File: config.mk
export PLATFORM = sky130hd
export DESIGN_NAME = transport_retry
export DESIGN_NICKNAME = d
export VERILOG_FILES = /design/src/rtl/router_pkg.sv /design/src/rtl/transport_retry_ch.sv /design/src/rtl/transport_retry.sv
export SDC_FILE = /design/constraint.sdc
export NUM_CORES = 1
export LEC_CHECK = 0
export BUFFER_PORTS_ARGS = -buffer_cell sky130_fd_sc_hd__buf_2
export CORE_AREA = 2 2 87 72
export DETAILED_ROUTE_END_ITERATION = 10
export DIE_AREA = 0 0 89 74
export PLACE_DENSITY = 0.84
export SLEW_MARGIN = 20
export SYNTH_ARGS = -nofsm -noshare
export SYNTH_HDL_FRONTEND = slang
export SYNTH_SLANG_ARGS = --single-unit
File: constraint.sdc
create_clock -name clk -period 4 [get_ports clk]
set_input_delay 0.2 -clock clk [delete_from_list [all_inputs] [get_ports clk]]
set_output_delay 0.2 -clock clk [all_outputs]
set_load 0.05 [all_outputs]
File: src/rtl/router_pkg.sv
// -----------------------------------------------------------------------------
// router_pkg
// Definitions shared by the router blocks: the per-channel transport retry
// stage, the judge and the direction logic.
//   DIR_NONE/DIR_X/DIR_Y/DIR_LOCAL : direction encodings (ROUTER_DIR_W wide)
//   retry_state_t                  : retry channel FSM states
//   clog2_min1()                   : $clog2 that never returns less than 1,
//                                    for sizing counters that can collapse
//                                    to a single value
// No ports.
// -----------------------------------------------------------------------------
package router_pkg;

    localparam int ROUTER_DIR_W = 2;

    localparam logic [ROUTER_DIR_W-1:0] DIR_NONE  = 2'b00;
    localparam logic [ROUTER_DIR_W-1:0] DIR_X     = 2'b01;
    localparam logic [ROUTER_DIR_W-1:0] DIR_Y     = 2'b10;
    localparam logic [ROUTER_DIR_W-1:0] DIR_LOCAL = 2'b11;

    typedef enum logic [1:0] {
        IDLE    = 2'd0,
        WAIT    = 2'd1,
        BACKOFF = 2'd2
    } retry_state_t;

    function automatic int clog2_min1(input int n);
        clog2_min1 = (n < 2) ? 1 : $clog2(n);
    endfunction

endpackage

File: src/rtl/transport_retry_ch.sv
// -----------------------------------------------------------------------------
// transport_retry_ch
// One channel of the transport retry stage. Issues a packet on o_dout, takes
// the judge verdict one cycle later and replays the packet on failure up to
// MAX_RETRY times, then drops it with a one-cycle o_drop pulse.
// Optional feature macro: TRANSPORT_RETRY_BACKOFF_EN -- inserts a NONE gap of
// (attempt index + 1) * BACKOFF_BASE cycles before each replay.
// Ports:
//   i_clk       clock, rising edge
//   i_rst       asynchronous reset, active-high
//   i_enable    global advance; 0 freezes the channel
//   i_dir       requested direction (!= NONE means valid)
//   i_data      payload
//   i_fail      judge verdict for the packet on o_dout in the previous cycle
//   o_ready     channel accepts i_dir/i_data this cycle (combinational)
//   o_dout      issued direction (registered)
//   o_dout_data issued payload (registered)
//   o_drop      one-cycle pulse when a packet is discarded
//   o_busy      channel is in WAIT or BACKOFF
// -----------------------------------------------------------------------------
module transport_retry_ch
    import router_pkg::*;
#(
    parameter int DIR_W        = 2,
    parameter int DATA_W       = 16,
    parameter int MAX_RETRY    = 3,
    parameter int BACKOFF_BASE = 2
) (
    input  logic              i_clk,
    input  logic              i_rst,
    input  logic              i_enable,
    input  logic [DIR_W-1:0]  i_dir,
    input  logic [DATA_W-1:0] i_data,
    input  logic              i_fail,
    output logic              o_ready,
    output logic [DIR_W-1:0]  o_dout,
    output logic [DATA_W-1:0] o_dout_data,
    output logic              o_drop,
    output logic              o_busy
);

    localparam int CNT_W = clog2_min1(MAX_RETRY + 1);
    // Largest backoff load is MAX_RETRY*BACKOFF_BASE-1.
    localparam int BO_W  = clog2_min1(MAX_RETRY * BACKOFF_BASE);

    localparam logic [CNT_W-1:0] CNT_MAX = CNT_W'(MAX_RETRY);
    localparam logic [DIR_W-1:0] NONE    = DIR_W'(DIR_NONE);

    retry_state_t      r_state;
    logic [CNT_W-1:0]  r_cnt;
    logic [BO_W-1:0]   r_bo;
    logic [DIR_W-1:0]  r_hold_dir;
    logic [DIR_W-1:0]  r_dout;
    logic [DATA_W-1:0] r_data;
    logic              r_drop;

    logic w_ready;
    logic w_accept;

    // A passing verdict frees the channel in the same cycle, so a new packet
    // can follow back-to-back; this makes fail -> ready combinational.
    assign w_ready  = i_enable & ((r_state == IDLE) | ((r_state == WAIT) & ~i_fail));
    assign w_accept = w_ready & (i_dir != NONE);

`ifdef TRANSPORT_RETRY_BACKOFF_EN
    logic [BO_W-1:0] w_bo_load;
    // Gap grows with the attempt index: (cnt+1)*BASE cycles of NONE,
    // loaded as a count-down ending at 0.
    assign w_bo_load = BO_W'((32'(r_cnt) + 32'd1) * 32'(BACKOFF_BASE) - 32'd1);
`endif

    always_ff @(posedge i_clk or posedge i_rst) begin
        if (i_rst) begin
            r_state    <= IDLE;
            r_cnt      <= '0;
            r_bo       <= '0;
            r_hold_dir <= NONE;
            r_dout     <= NONE;
            r_data     <= '0;
            r_drop     <= 1'b0;
        end else begin
            // drop is a pulse; it also clears while frozen.
            r_drop <= 1'b0;
            if (i_enable) begin
                case (r_state)
                    IDLE: begin
                        if (w_accept) begin
                            r_state    <= WAIT;
                            r_cnt      <= '0;
                            r_hold_dir <= i_dir;
                            r_dout     <= i_dir;
                            r_data     <= i_data;
                        end else begin
                            r_dout <= NONE;
                        end
                    end
                    WAIT: begin
                        if (!i_fail) begin
                            if (w_accept) begin
                                r_cnt      <= '0;
                                r_hold_dir <= i_dir;
                                r_dout     <= i_dir;
                                r_data     <= i_data;
                            end else begin
                                r_state <= IDLE;
                                r_dout  <= NONE;
                            end
                        end else if (r_cnt == CNT_MAX) begin
                            r_state <= IDLE;
                            r_dout  <= NONE;
                            r_drop  <= 1'b1;
                        end else begin
                            r_cnt <= r_cnt + 1'b1;
`ifdef TRANSPORT_RETRY_BACKOFF_EN
                            r_state <= BACKOFF;
                            r_dout  <= NONE;
                            r_bo    <= w_bo_load;
`endif
                            // Without backoff, dout/dout_data simply hold,
                            // which re-drives the packet next cycle.
                        end
                    end
                    BACKOFF: begin
                        // Only reachable with backoff enabled.
                        if (r_bo == '0) begin
                            r_state <= WAIT;
                            r_dout  <= r_hold_dir;
                        end else begin
                            r_bo <= r_bo - 1'b1;
                        end
                    end
                    default: begin
                        r_state <= IDLE;
                        r_dout  <= NONE;
                    end
                endcase
            end
        end
    end

    assign o_ready     = w_ready;
    assign o_dout      = r_dout;
    assign o_dout_data = r_data;
    assign o_drop      = r_drop;
    assign o_busy      = (r_state == WAIT) | (r_state == BACKOFF);

endmodule

File: src/rtl/transport_retry.sv
// -----------------------------------------------------------------------------
// transport_retry
// Per-output-channel retry stage between the direction logic and the judge.
// N_CH independent channels; channel i uses slice [i*DIR_W +: DIR_W] of the
// direction buses and [i*DATA_W +: DATA_W] of the payload buses
// (ch N_CH-1 = X ... ch0 = LOCAL by default).
// Optional feature macro: TRANSPORT_RETRY_BACKOFF_EN (see transport_retry_ch).
// Ports:
//   clk        clock, rising edge
//   rst_n      asynchronous reset, active-high despite the name
//   enable     global advance; 0 freezes all state and outputs
//   in_dir     requested direction per channel
//   in_data    payload per channel
//   in_ready   per-channel accept (combinational from fail)
//   fail       per-channel judge verdict for last cycle's dout
//   dout       issued direction per channel (registered)
//   dout_data  issued payload per channel (registered)
//   drop       per-channel one-cycle discard pulse
//   busy       per-channel WAIT/BACKOFF indication
// -----------------------------------------------------------------------------
module transport_retry #(
    parameter int N_CH         = 3,
    parameter int DIR_W        = 2,
    parameter int DATA_W       = 16,
    parameter int MAX_RETRY    = 3,
    parameter int BACKOFF_BASE = 2
) (
    input  logic                     clk,
    input  logic                     rst_n,
    input  logic                     enable,
    input  logic [N_CH*DIR_W-1:0]    in_dir,
    input  logic [N_CH*DATA_W-1:0]   in_data,
    output logic [N_CH-1:0]          in_ready,
    input  logic [N_CH-1:0]          fail,
    output logic [N_CH*DIR_W-1:0]    dout,
    output logic [N_CH*DATA_W-1:0]   dout_data,
    output logic [N_CH-1:0]          drop,
    output logic [N_CH-1:0]          busy
);

    for (genvar i = 0; i < N_CH; i++) begin : g_ch
        transport_retry_ch #(
            .DIR_W        (DIR_W),
            .DATA_W       (DATA_W),
            .MAX_RETRY    (MAX_RETRY),
            .BACKOFF_BASE (BACKOFF_BASE)
        ) u_ch (
            .i_clk       (clk),
            .i_rst       (rst_n),
            .i_enable    (enable),
            .i_dir       (in_dir[i*DIR_W +: DIR_W]),
            .i_data      (in_data[i*DATA_W +: DATA_W]),
            .i_fail      (fail[i]),
            .o_ready     (in_ready[i]),
            .o_dout      (dout[i*DIR_W +: DIR_W]),
            .o_dout_data (dout_data[i*DATA_W +: DATA_W]),
            .o_drop      (drop[i]),
            .o_busy      (busy[i])
        );
    end

endmodule

Yosys cells after proc, flatten, opt, wreduce, memory -nomap -nowiden:

Cells that the tools add are included.

* bits in registers: 84
* bits in latches: 0
* RAM bits: 0
* memory bits (read-only): 0
* input bits: 60
* output and inout port bits: 63
* logic and storage cells: 174
* memories kept: 0

* add/subtract/negate cells: 6
* multiply operators: 0
* divide/modulo/power cells: 0
* order comparisons: 0
* equal/unequal tests: 27
* shift operators: 0
* multiplexer cells: 72
* bitwise operators: 21
* reduce and logical (&&, ||, !) cells: 27

Operators by type and width (number)
* $mux 16: 6
* $pmux 16 s2: 3
* $mux 2: 39
* $pmux 2 s3: 6
* $reduce_and 3->1: 12
* $ne 3x3->1 const B: 9
* $pmux 2 s2: 6
* $reduce_and 5->1: 3
* $eq 2x2->1 const B: 6
* $mux 1: 12
* $ne 2x1->1 const B: 6
* $reduce_bool 2->1: 6
* $and 1x1->1: 9
* $logic_not 3->1: 3
* $sub 3x1->3 const B: 3
* $add 2x1->2 const B: 3
* $eq 2x1->1 const B: 3
* $logic_not 2->1: 3
* $ne 2x2->1 const B: 3
* $not 1->1: 6
* $or 1x1->1: 6

Longest topological paths before layout:

* word-level depth: 8
* mapped depth: 5
* gate-level depth less buffers: 4

Modules after synthesis:

Synthesis repeated with hierarchy kept, for this count alone.

* cell total of the unflattened synthesis: 177
* area, all modules: 2796.4 µm²

Modules (own cells, without submodules)
* transport_retry_ch: instances 3, cells an instance 59, area each 932.1 µm², sequential area each 550.5 µm²

Worst setup path before layout:

No wires, ideal clock.

* path type: register to register
* start point: register g_ch[1].u_ch.r_state[0]
* end point: register g_ch[1].u_ch.r_data[0]
* setup time: 0.125 ns
* arrival time: 1.204 ns
* data required time: 3.875 ns
* slack: 2.671 ns
* cell stages (with the launch flop): 6
* buffers on the path: 2
* clock period less this slack: 1.329 ns
* cell sequence: dfrtp_1 -> nand2_2 -> o211a_1 -> buf_6 -> buf_12 -> mux2_4

* cells in the longest elaborated chain, start to end: 8
* elaborated cells between the ends (all ways): 12
* those cells by class: 2 x eq/ne; 3 x mux; 4 x bitwise; 3 x reduce/logical

Ends and longest elaborated chain
* start: declaration: RTL line transport_retry_ch.sv:49 `retry_state_t r_state;`
* start signal: assignment: RTL line transport_retry_ch.sv:74 `r_state <= IDLE;`
* start signal: assignment: RTL line transport_retry_ch.sv:88 `r_state <= WAIT;`
* start signal: assignment: RTL line transport_retry_ch.sv:105 `r_state <= IDLE;`
* $eq 2x1->1: RTL line transport_retry_ch.sv:62, transport_retry_ch.sv:85
* $and 1x1->1: RTL line transport_retry_ch.sv:62 `assign w_ready = i_enable & ((r_state == IDLE) | ((r_state == WAIT) & ~i_fail));`
* $or 1x1->1: RTL line transport_retry_ch.sv:62
* $and 1x1->1: RTL line transport_retry_ch.sv:62
* $and 1x1->1: RTL line transport_retry_ch.sv:63 `assign w_accept = w_ready & (i_dir != NONE);`
* $mux 16 (2 in a row)
* $pmux 16 s2: RTL line transport_retry_ch.sv:85 `case (r_state)`
* end signal: assignment: RTL line transport_retry_ch.sv:92 `r_data <= i_data;`
* end signal: assignment: RTL line transport_retry_ch.sv:103 `r_data <= i_data;`
* end: declaration: RTL line transport_retry_ch.sv:54 `logic [DATA_W-1:0] r_data;`

Several ways; a longest one is shown, not always the timed one. The select of a mux whose other input is x is not followed.
A chain may end at the register's enable or synchronous reset.

Worst setup path in the final report:

* start point: register g_ch[0].u_ch.r_state[0]
* end point: register g_ch[0].u_ch.r_data[10]

* cells in the longest elaborated chain, start to end: 8
* elaborated cells between the ends (all ways): 12
* those cells by class: 2 x eq/ne; 3 x mux; 4 x bitwise; 3 x reduce/logical

Ends and longest elaborated chain (RTL line)
* start: declaration: transport_retry_ch.sv:49
* start signal: assignment: transport_retry_ch.sv:74
* start signal: assignment: transport_retry_ch.sv:88
* start signal: assignment: transport_retry_ch.sv:105
* $eq 2x1->1: transport_retry_ch.sv:62, transport_retry_ch.sv:85
* $and 1x1->1: transport_retry_ch.sv:62
* $or 1x1->1: transport_retry_ch.sv:62
* $and 1x1->1: transport_retry_ch.sv:62
* $and 1x1->1: transport_retry_ch.sv:63
* $mux 16 (2 in a row)
* $pmux 16 s2: transport_retry_ch.sv:85
* end signal: assignment: transport_retry_ch.sv:92
* end signal: assignment: transport_retry_ch.sv:103
* end: declaration: transport_retry_ch.sv:54

Several ways; a longest one is shown, not always the timed one. The select of a mux whose other input is x is not followed.

==> metrics.cfg <==
[yosys]
synthDominantCellAreaShare_pct=57.9
yosysTopAreaCell=dfrtp_1
netlist_area_sq_mm=0.00285
syn_nets=246
synthDistinctLibCells=25
synth_area_leaders=dfrtp_1 58%, mux2_4 14%, mux2_2 8.3%
yosysSeqAreaShare_pct=57.9
yosysWarnings=0
synth_seq_cells=66
synth.avg_cell_area_sq_um=15.6
syn_inst=183

[power_and_ir_drop]
p_leak_nw=1.84
power-per-cell-area_mw_per_mm2=601
ir_worst_vdd_uv=388

[sta]
fin_tns_setup_ps=0
timing.slew.headroom_pct=46.3
fin_skew_ps=8.31
final.setup.worst_slack_ps=2240
tightest_slew_ps=805
hold_violations=0
setup_viol=0
min_period_ps=1760
finalCritPeriodShare_pct=44.0
maxSlewViolCount=0
rsz0062_at_grt=no
max_freq_mhz=569

[place]
place_ws_ps=2230
post_dp_cell_area_sq_mm=0.00340
dp_hpwl_mm=4.00
gp_congestion=0.715
io_buffers=122

[clock_tree]
cts_root_buffer=clkbuf_8
cts_resized=0
worstSkewPairLatency_ps=330
numClockSinks=66
cts-buffers-inserted=9
cts_tree=built
clock_path_buffers=2
cts.clk_slew.worst_paths_ps=70
cts_htree_levels=3
postCtsSetupBuffers=0

[final_layout]
utilization_pct=62.2
layout-drive-gt1-share_pct=63.4
finalInstanceArea_sq_mm=0.00358
fillerInstances=494
area_growth_pct=25.5
layout.nets=364
insertedDiodeCount=0

[global_routing]
antenna_found_initial=0
grt_start_max_net_pins=47
grt_pass1_wl_mm=8.48
grt.overflow.total=0
grt_pass1_vias=1922
grt_use_total_pct=17.1

[route]
drc_errors=0
wirelength_mm=5.44
initialDrtViolationCount=70
vias=1869
drt_first_pass_iters=4
wire_per_inst_microns=14.0
antenna_left=0
viasPerCell=4.83

[floorplan]
ios=123
die_y_microns=74
fp.dieArea_sq_mm=0.00659
die_w_microns=89
core-area_sq_mm=0.00576
rows=25
initial_core_util_pct=49.5

[setup_path]
worstSetupEndpoint=g_ch[0].u_ch.o_dout_data[10]$_DFFE_PP0P_
crit_required_ps=4210
reg2reg_depth=3
worst_setup_path_end_kind=register
start_kind=register
cp_slowest_stage_delay_ps=700
r2r-end=g_ch[0].u_ch.o_dout_data[10]$_DFFE_PP0P_
cp-startpoint=g_ch[0].u_ch.r_state[0]$_DFFE_PP0P_
arrival_ps=1970
path_cells=nand2_2 > o211a_1 > mux2_2
rrSetupSlack_ps=2240
r2r-start=g_ch[0].u_ch.r_state[0]$_DFFE_PP0P_
path_max_fanout=17
path_class=reg -> reg
timing.critical_path.slowest_stage_cell=o211a_1

[run]
max_cap_viol_count=0

[status]
outcome=completed

[hold_path]
hold_path.class=in -> reg

power by group:
part	switching (mW)	internal [mW]	total (mW)	leakage (nW)
Sequential	0.0724	0.791	0.863	0.792
Combinational	0.565	0.251	0.816	0.965
Clock	0.251	0.222	0.473	0.0810
what timing repair did:
item                                   in CTS  in global routing
endpoints found under the hold margin      20                  0
hold buffers                                1                  0
setup endpoints to repair                   0                  0
worst min-delay path by stage:
stage	slack, ps	from	cells past startpoint	end
finish	90	in_data[34]	2	g_ch[2].u_ch.o_dout_data[2]$_DFFE_PP0P_
global route	70	in_data[18]	2	g_ch[1].u_ch.o_dout_data[2]$_DFFE_PP0P_
CTS	70	in_data[41]	2	g_ch[2].u_ch.o_dout_data[9]$_DFFE_PP0P_
detailed placement	230	rst_n	2	g_ch[1].u_ch.o_dout_data[3]$_DFFE_PP0P_
global placement	220	rst_n	2	g_ch[1].u_ch.o_dout_data[3]$_DFFE_PP0P_
floorplan	340	in_dir[2]	1	g_ch[1].u_ch.o_dout[0]$_DFFE_PP0P_
cell families after synthesis:
kind of cell	count (synthesis)	share of synthesized area [%]
and+or+nand+nor	18	3.20
buffers and inverters	18	6.14
muxes	51	23.6
AOI/OAI and AO/OA	27	7.85
DFF	66	57.9
adders and majority gates	3	1.32
synthesized netlist by cell type:
| master | number |
|---|---|
| o2bb2ai_1 | 6 |
| a21o_2 | 1 |
| a22oi_1 | 3 |
| o21ai_0 | 3 |
| nor2_1 | 3 |
| buf_4 | 9 |
| dfrtp_1 | 66 |
| nor2b_1 | 3 |
| nand2_1 | 6 |
| mux2i_1 | 3 |
| and2_2 | 1 |
| o211a_1 | 3 |
| a211o_1 | 2 |
| ha_1 | 3 |
| inv_1 | 1 |
| a22o_1 | 6 |
| mux2_4 | 27 |
| nand2_2 | 3 |
| mux2_2 | 21 |
| buf_12 | 3 |
| a21o_1 | 2 |
| buf_6 | 3 |
| a211o_2 | 1 |
| buf_2 | 2 |
| and2_1 | 2 |
cells in the final DEF, fill, tap and decap left out, types with 2 or more instances in the layout:
cell and n:
o211a_1 3, and2_1 2, a22o_1 6, a21o_1 2
o2bb2ai_1 6, clkinv_2 3, buf_2 122, ha_1 3
o21ai_0 3, mux2i_1 3, clkbuf_8 9, nor2b_1 3
mux2_2 21, clkinvlp_4 3, nand2_1 6, a211o_1 2
a22oi_1 3, nand2_2 3, nor2_1 3, dfrtp_1 66
mux2_4 27
sequential cells by signal (all words and copies together), names as in the netlist:
name                   cells
g_ch.u_ch.o_drop           3
g_ch.u_ch.r_state          3
g_ch.u_ch.r_cnt            6
g_ch.u_ch.o_dout           6
g_ch.u_ch.o_dout_data     48
area by class of cell:
class                   instances  area [sq um]  share of cell area (%)
clock buffers                   9           124                    3.46
clock inverters                 7          46.3                    1.29
inverters                       1          3.75                   0.105
multi-input cells              99          1020                    28.6
flip-flops and latches         66          1650                    46.1
well taps                      81           101                    2.83
repair buffers                124           628                    17.5
routing by layer:
metal | vias to the layer above | wire, microns | share of wire [%] | track usage, %
met1 | 904 | 2330 | 43 | 20.5
met4 | 0 | 48 | 0.88 | 7.30
met3 | 6 | 480 | 8.8 | 6.33
li1 | 880 | - | - | -
met5 | - | 0 | 0 | 0
met2 | 79 | 2580 | 47 | 28.1
critical path: cells and delay by family (launching register included):
kind | cells | cell delay (ps)
mux | 1 | 410
simple gates | 1 | 120
compound gates | 1 | 700
flops | 1 | 420
stage by stage:
stage | power [mW] | cells | hold WS (ps)
2_1_floorplan | 1.53 | 183 | 340
3_3_place_gp | 1.68 | 370 | 220
3_5_place_dp | 1.69 | 370 | 231
4_1_cts | 2.18 | 387 | 70.0
5_1_grt | 2.27 | 387 | 72.8
6_report | 2.15 | 387 | 90.8
Power figures use the tool's default switching activity.
